[config.mk]
export PLATFORM = sky130hd
export DESIGN_NAME = pipe_stall_ctrl
export DESIGN_NICKNAME = d
export VERILOG_FILES = /design/src/rtl/pipe_stall_ctrl_pkg.sv /design/src/rtl/pipe_stall_ctrl_div_occupancy_cnt.sv /design/src/rtl/pipe_stall_ctrl.sv
export SDC_FILE = /design/constraint.sdc
export NUM_CORES = 1
export LEC_CHECK = 0
export ABC_AREA = 1
export BUFFER_PORTS_ARGS = -buffer_cell sky130_fd_sc_hd__buf_4
export CAP_MARGIN = 5
export CORE_AREA = 2 2 39 41
export DETAILED_ROUTE_END_ITERATION = 16
export DIE_AREA = 0 0 41 43
export PLACE_DENSITY = 0.72
export SLEW_MARGIN = 20
export SYNTH_ARGS = -nofsm -noshare
export SYNTH_HDL_FRONTEND = slang
export SYNTH_SLANG_ARGS = --single-unit
[constraint.sdc]
create_clock -name clk -period 2.35 [get_ports clk]
set_clock_uncertainty 0.1 [all_clocks]
set_input_delay 0.47 -clock clk [delete_from_list [all_inputs] [get_ports clk]]
set_output_delay 0.47 -clock clk [all_outputs]
set_load 0.01 [all_outputs]
[src/rtl/pipe_stall_ctrl_pkg.sv]
// Shared definitions for the pipeline stall/flush sequencer.
// Latency: n/a (types, constants and pure functions only).
// Backpressure: n/a.
//
// Contents:
//   state_e      exception FSM encodings (ST_RUN / ST_EXC_WAIT / ST_IF_DRAIN)
//   SRC_*        stall-source indices, oldest stage first (index 0 = MEM2)
//   prefix_or    per-index "this source or any older source stalls"
//   oldest_only  one-hot of the oldest asserted stall source (bubble point)
package pipe_stall_ctrl_pkg;

  typedef enum logic [1:0] {
    ST_RUN      = 2'd0,
    ST_EXC_WAIT = 2'd1,
    ST_IF_DRAIN = 2'd2
  } state_e;

  localparam int N_SRC  = 4;
  localparam int SRC_M2 = 0;  // dcache_stall
  localparam int SRC_EX = 1;  // divide occupancy
  localparam int SRC_ID = 2;  // load-use hazard
  localparam int SRC_IF = 3;  // icache_stall

  // Bit i set when source i or any older source (lower index) is stalling.
  function automatic logic [N_SRC-1:0] prefix_or(input logic [N_SRC-1:0] v);
    logic [N_SRC-1:0] r;
    r[0] = v[0];
    for (int i = 1; i < N_SRC; i++) begin
      r[i] = r[i-1] | v[i];
    end
    return r;
  endfunction

  // Keep only the oldest asserted source; younger stalls are covered by its hold.
  function automatic logic [N_SRC-1:0] oldest_only(input logic [N_SRC-1:0] v);
    return v & ~(prefix_or(v) << 1);
  endfunction

endpackage

[src/rtl/pipe_stall_ctrl_div_occupancy_cnt.sv]
// Divide occupancy counter: tracks how many EX cycles a divide still owns.
// Latency: busy rises the cycle after an accepted start.
// Backpressure: start ignored while busy; clr wins over load and decrement.
//
// Ports:
//   clk    in  clock
//   rst    in  synchronous active-low reset
//   start  in  divide issued in EX this cycle
//   clr    in  force counter to zero (exception commit)
//   busy   out counter non-zero
module div_occupancy_cnt #(
  parameter int DIV_CYCLES = 32
) (
  input  logic clk,
  input  logic rst,
  input  logic start,
  input  logic clr,
  output logic busy
);
  import pipe_stall_ctrl_pkg::*;

  localparam int CW = $clog2(DIV_CYCLES);
  // The issue cycle itself counts as the first divide cycle.
  localparam logic [CW-1:0] LOAD_VAL = CW'(DIV_CYCLES - 1);

  logic [CW-1:0] cnt_d, cnt_q;

  always_comb begin
    cnt_d = cnt_q;
    if (clr) begin
      cnt_d = '0;
    end else if (cnt_q != '0) begin
      cnt_d = cnt_q - CW'(1);
    end else if (start) begin
      cnt_d = LOAD_VAL;
    end
  end

  always_ff @(posedge clk) begin
    if (!rst) begin
      cnt_q <= '0;
    end else begin
      cnt_q <= cnt_d;
    end
  end

  assign busy = (cnt_q != '0);

endmodule

[src/rtl/pipe_stall_ctrl.sv]
// Central stall/flush sequencer driving wr/flush pins of the 7 PF..WB registers.
// Latency: zero; outputs are combinational from inputs plus registered state.
// Backpressure: stalls drop write enables oldest-first and bubble the register below.
//
// Ports:
//   clk, rst                      clock, synchronous active-low reset
//   icache_stall, dcache_stall    cache stalls (IF, MEM2)
//   ld_use                        load-use hazard in ID
//   div_start                     divide issued in EX (ignored while div_busy)
//   ex_mispredict                 branch resolved wrong in EX
//   exc_req                       MEM1 exception or eret
//   *_wr / *_flush                per-register write enables and flushes
//   exc_commit                    pulse: PC redirected to exception vector
//   div_busy                      divide still occupying EX
module pipe_stall_ctrl #(
  parameter int DIV_CYCLES = 32
) (
  input  logic clk,
  input  logic rst,
  input  logic icache_stall,
  input  logic dcache_stall,
  input  logic ld_use,
  input  logic div_start,
  input  logic ex_mispredict,
  input  logic exc_req,
  output logic pc_wr,
  output logic pf_if_wr,
  output logic if_id_wr,
  output logic id_ex_wr,
  output logic ex_mem1_wr,
  output logic mem1_mem2_wr,
  output logic mem2_wb_wr,
  output logic pf_if_flush,
  output logic if_id_flush,
  output logic id_ex_flush,
  output logic ex_mem1_flush,
  output logic mem1_mem2_flush,
  output logic mem2_wb_flush,
  output logic exc_commit,
  output logic div_busy
);
  import pipe_stall_ctrl_pkg::*;

  state_e           state_q, state_d;
  logic             mis_pend_q, mis_pend_d;
  logic             div_busy_raw;
  logic             commit;
  logic [N_SRC-1:0] stall_src, hold, bubble;

  // Commit never occurs mid-dcache-stall: MEM1/MEM2 must be able to move.
  assign commit = !dcache_stall &&
                  ((state_q == ST_RUN && exc_req) || state_q == ST_EXC_WAIT);

  div_occupancy_cnt #(
    .DIV_CYCLES (DIV_CYCLES)
  ) u_div_cnt (
    .clk   (clk),
    .rst   (rst),
    .start (div_start),
    .clr   (commit),
    .busy  (div_busy_raw)
  );

  always_comb begin
    stall_src         = '0;
    stall_src[SRC_M2] = dcache_stall;
    stall_src[SRC_EX] = div_busy_raw;
    stall_src[SRC_ID] = ld_use;
    stall_src[SRC_IF] = icache_stall;
    hold   = prefix_or(stall_src);
    bubble = oldest_only(stall_src);

    // Baseline: a register holds when its producer or anything older stalls.
    // MEM1 has no stall source, so it follows MEM2; PF follows IF.
    pc_wr           = !hold[SRC_IF];
    pf_if_wr        = !hold[SRC_IF];
    if_id_wr        = !hold[SRC_IF];
    id_ex_wr        = !hold[SRC_ID];
    ex_mem1_wr      = !hold[SRC_EX];
    mem1_mem2_wr    = !hold[SRC_M2];
    mem2_wb_wr      = !hold[SRC_M2];
    pf_if_flush     = 1'b0;
    if_id_flush     = bubble[SRC_IF];
    id_ex_flush     = bubble[SRC_ID];
    ex_mem1_flush   = bubble[SRC_EX];
    mem1_mem2_flush = 1'b0;
    mem2_wb_flush   = bubble[SRC_M2];
    exc_commit      = 1'b0;
    div_busy        = div_busy_raw;
    state_d         = state_q;
    mis_pend_d      = mis_pend_q;

    if (commit) begin
      // Everything younger than MEM2 is squashed; MEM2 retires into WB.
      // Any mispredict this cycle or pending is moot after the redirect.
      exc_commit      = 1'b1;
      pc_wr           = 1'b1;
      pf_if_wr        = 1'b0;
      if_id_wr        = 1'b0;
      id_ex_wr        = 1'b0;
      ex_mem1_wr      = 1'b0;
      mem1_mem2_wr    = 1'b0;
      mem2_wb_wr      = 1'b1;
      pf_if_flush     = 1'b1;
      if_id_flush     = 1'b1;
      id_ex_flush     = 1'b1;
      ex_mem1_flush   = 1'b1;
      mem1_mem2_flush = 1'b1;
      mem2_wb_flush   = 1'b0;
      mis_pend_d      = 1'b0;
      state_d         = icache_stall ? ST_IF_DRAIN : ST_RUN;
    end else begin
      // The branch's delay slot is in ID; wrong-path work is only in PF/IF.
      // It can be squashed only when the delay slot advances into EX.
      if ((ex_mispredict || mis_pend_q) && id_ex_wr) begin
        pf_if_wr    = 1'b0;
        if_id_wr    = 1'b0;
        pf_if_flush = 1'b1;
        if_id_flush = 1'b1;
        mis_pend_d  = 1'b0;
      end else if (ex_mispredict) begin
        mis_pend_d  = 1'b1;
      end

      case (state_q)
        ST_RUN: begin
          if (exc_req) begin
            state_d = ST_EXC_WAIT;
          end
        end
        ST_EXC_WAIT: begin
          state_d = ST_EXC_WAIT;
        end
        ST_IF_DRAIN: begin
          // The fetch launched before the redirect returns a stale word:
          // keep PF frozen and bubble IF/ID until it arrives, plus one cycle.
          pc_wr       = 1'b0;
          pf_if_wr    = 1'b0;
          if_id_wr    = 1'b0;
          if_id_flush = 1'b1;
          if (!icache_stall) begin
            state_d = ST_RUN;
          end
        end
        default: begin
          state_d = ST_RUN;
        end
      endcase
    end

    if (!rst) begin
      pc_wr           = 1'b0;
      pf_if_wr        = 1'b0;
      if_id_wr        = 1'b0;
      id_ex_wr        = 1'b0;
      ex_mem1_wr      = 1'b0;
      mem1_mem2_wr    = 1'b0;
      mem2_wb_wr      = 1'b0;
      pf_if_flush     = 1'b0;
      if_id_flush     = 1'b0;
      id_ex_flush     = 1'b0;
      ex_mem1_flush   = 1'b0;
      mem1_mem2_flush = 1'b0;
      mem2_wb_flush   = 1'b0;
      exc_commit      = 1'b0;
      div_busy        = 1'b0;
    end
  end

  always_ff @(posedge clk) begin
    if (!rst) begin
      state_q    <= ST_RUN;
      mis_pend_q <= 1'b0;
    end else begin
      state_q    <= state_d;
      mis_pend_q <= mis_pend_d;
    end
  end

endmodule

==> summary.md <==
| Metric | Value |
|---|---|
| Synth top area share | 27.9% |
| Total congestion overflow | 0 |
| RSZ-0062 raised after global routing | no |
| # placed instances | 122 |
| Maximum fanout along the worst path | 8 |
| Vias in the first global route | 491 |
| Area of the core | 0.00138 mm² |
| Synth Register Bits | 8 |
| Clk Latency, worst-skew pair | 0.26 ns |
| Share of cells above drive strength 1 | 36.7% |
| Leak | 0.439 nW |
| Post-synth top flop | dfxtp_1 |
| Antenna violations before repair | 0 |
| Ranking of synthesized cells by area | dfxtp_1, nand2_1, inv_1 |
| Fmax achieved | 463 MHz |
| Pwr/cell area | 921 mW/mm² |
| Crit share post-route | 91.8% |
| Area delta synth->final | 33.6% |
| Post-layout min period | 2.16 ns |
| Setup violations, final | 0 |
| Seq/Total Area, Yosys | 27.9% |
| Post-route ant nets | 0 |
| Final #Nets | 121 |
| Post-CTS Setup Repair Bufs | 0 |
| Async S/R FF share, synth | 0% |
| Max Cap Viol | 0 |
| Drt pass-1 iters | 4 |
| Clk root buf | clkbuf_4 |
| Antenna cells | 0 |
| CP Launch Type | register |
| Cell row count | 14 |
| Hold Crit Class | reg2reg |
| Synth Warn # | 0 |
| DIE WIDTH | 41 µm |
| Mean post-synth cell area | 6.68 µm² |
| Final Hold Viols | 0 |
| Die Ht | 43 µm |
| RePlAce Congestion | 0.761 |
| HPWL Detailed | 974 µm |
| Pint | 0.396 mW |
| Mapped Nets | 96 |
| Sw power | 0.310 mW |
| Least-Margin Pin Slew | 0.208 ns |
| Flop pwr share | 28.8% |
| Slew Limit Fails | 0 |
| Distinct cell type count of the synthesized netlist | 23 |
| Yosys top cell by area | dfxtp_1 |
| Clock power frac | 15.2% |
| Pin count of the biggest net entering global routing | 9 |
| Final cell count without fillers | 125 |
| CP Capture Type | output pin |
| Critical Path AT | 1.59 ns |
| Clock buffer depth | 2 |
| CTS clk-pin slew, worst paths | 0.06 ns |
| VDD IR max | 0.000529 V |
| Status | completed |
| Iter 0 DRT Violations | 17 |
| TritonCTS Sinks | 8 |
| Hold buffers post-CTS | 0 |
| Synth Cell Area | 574 µm² |
| Net Sw Frac | 43.9% |
| CTS Buf Count | 3 |
| Slew HR | 86.0% |
| Post-CTS sizing | 0 |
| Vias | 569 |
| # IOs | 23 |
| Syn Inst Count | 86 |
| CP Class | reg2out |
| WL final | 1.20 mm |
| CTS tree | built |
| CP Data Required Time | 1.78 ns |
| Tot GR Track Use | 15.3% |
| Vias per cell | 4.55 |
| Die area | 0.00176 mm² |
| Drt wl/cell | 9.58 µm |
| Logic pwr share | 56.0% |
| Tightest hold margin | 0.383 ns |
| First-pass GRT wire length | 1.82 mm |
| Port bufs | 22 |
| Setup TNS | 0 ns |
| EDFF count, synth | 0 |
| DRC Markers | 0 |
| Initial Utilization | 41.5% |
| # H-tree levels | 1 |
## per-stage QoR
stage	area, µm²	utilization, %	power [mW]	setup WS (ns)
global route	767	55.4	0.781	0.0569
global placement	744	53.8	0.595	0.482
CTS	767	55.4	0.714	0.176
finish	767	55.4	0.706	0.192
detailed placement	744	53.8	0.603	0.458
floorplan	574	-	0.508	0.463
## synthesized netlist by cell type, types with 2 or more instances
| master | instances |
|---|---|
| dfxtp_1 | 8 |
| nor2_4 | 3 |
| ha_1 | 2 |
| nor2_2 | 2 |
| inv_2 | 3 |
| o21ai_0 | 2 |
| inv_1 | 15 |
| buf_4 | 2 |
| a21oi_1 | 2 |
| nor2_1 | 14 |
| nor3_1 | 2 |
| nand2_1 | 16 |
| nand2_2 | 5 |
## worst max-delay path, cell delays in order, from the launching register on
cell     delay, ns
dfxtp_1       0.31
inv_1         0.13
ha_1          0.21
nand3_4       0.14
nor2_4        0.14
nand4_1       0.12
nor2_1        0.14
buf_4         0.14
## final timing paths
| check | start | end | slack [ns] | cells after the start |
|---|---|---|---|---|
| setup / recovery | u_div_cnt.cnt_q[0] | if_id_wr | 0.19 | 7 |
| hold reg to reg | u_div_cnt.cnt_q[0] | u_div_cnt.cnt_q[0] | 0.38 | 2 |
| setup reg to reg | u_div_cnt.cnt_q[0] | u_div_cnt.cnt_q[1] | 1.01 | 7 |
| hold / removal | u_div_cnt.cnt_q[0] | u_div_cnt.cnt_q[0] | 0.38 | 2 |
## power by group through the flow
stage          Clock [mW]  Combinational, mW  Sequential (mW)
2_1_floorplan           0              0.306            0.202
3_3_place_gp            0              0.389            0.206
3_5_place_dp            0              0.396            0.206
4_1_cts             0.112              0.399            0.203
5_1_grt             0.119              0.456            0.206
6_report            0.107              0.396            0.203
## layer usage
layer  track usage, %  part of all wire (%)  vias to the layer above
met5                0                     0                        -
met4             8.00                  0.42                        0
met3             4.71                   7.2                        2
met2             24.4                    49                       18
met1             17.2                    44                      247
li1                 -                     -                      302
## kinds of logic (layout without fill, tap and decap cells)
logic type	after synthesis	count (layout)	share of synthesized area, %
buffers and inverters	20	43	14.4
and+or+nand+nor	48	48	44.2
adders and majority gates	2	2	4.36
AOI/OAI and AO/OA	6	6	6.10
DFF	8	8	27.9
xor gates and xnor gates	2	2	3.05
## cell usage in the layout, fill, tap and decap left out, types with 2 or more instances in the layout
cell and instances:
dfxtp_1 8, nor2_2 2, ha_1 2, nand2_1 16, nand2_2 5, nor2_1 14, inv_1 15, buf_4 22
nor2_4 3, a21oi_1 2, inv_2 3, o21ai_0 2, clkbuf_4 3, nor3_1 2
## sequential cells by signal (all words and copies together), names as in the netlist
signal	count
u_div_cnt.cnt_q	5
state_q	2
mis_pend_q	1
## final cells by class
class / instances / area (µm²)
clock buffer: 3 / 22.5
fill: 148 / 617
inverter: 18 / 67.6
multi-input combinational: 58 / 332
sequential: 8 / 160
tap: 16 / 20.0
timing repair buffer: 22 / 165
Power figures use the tool's default switching activity.
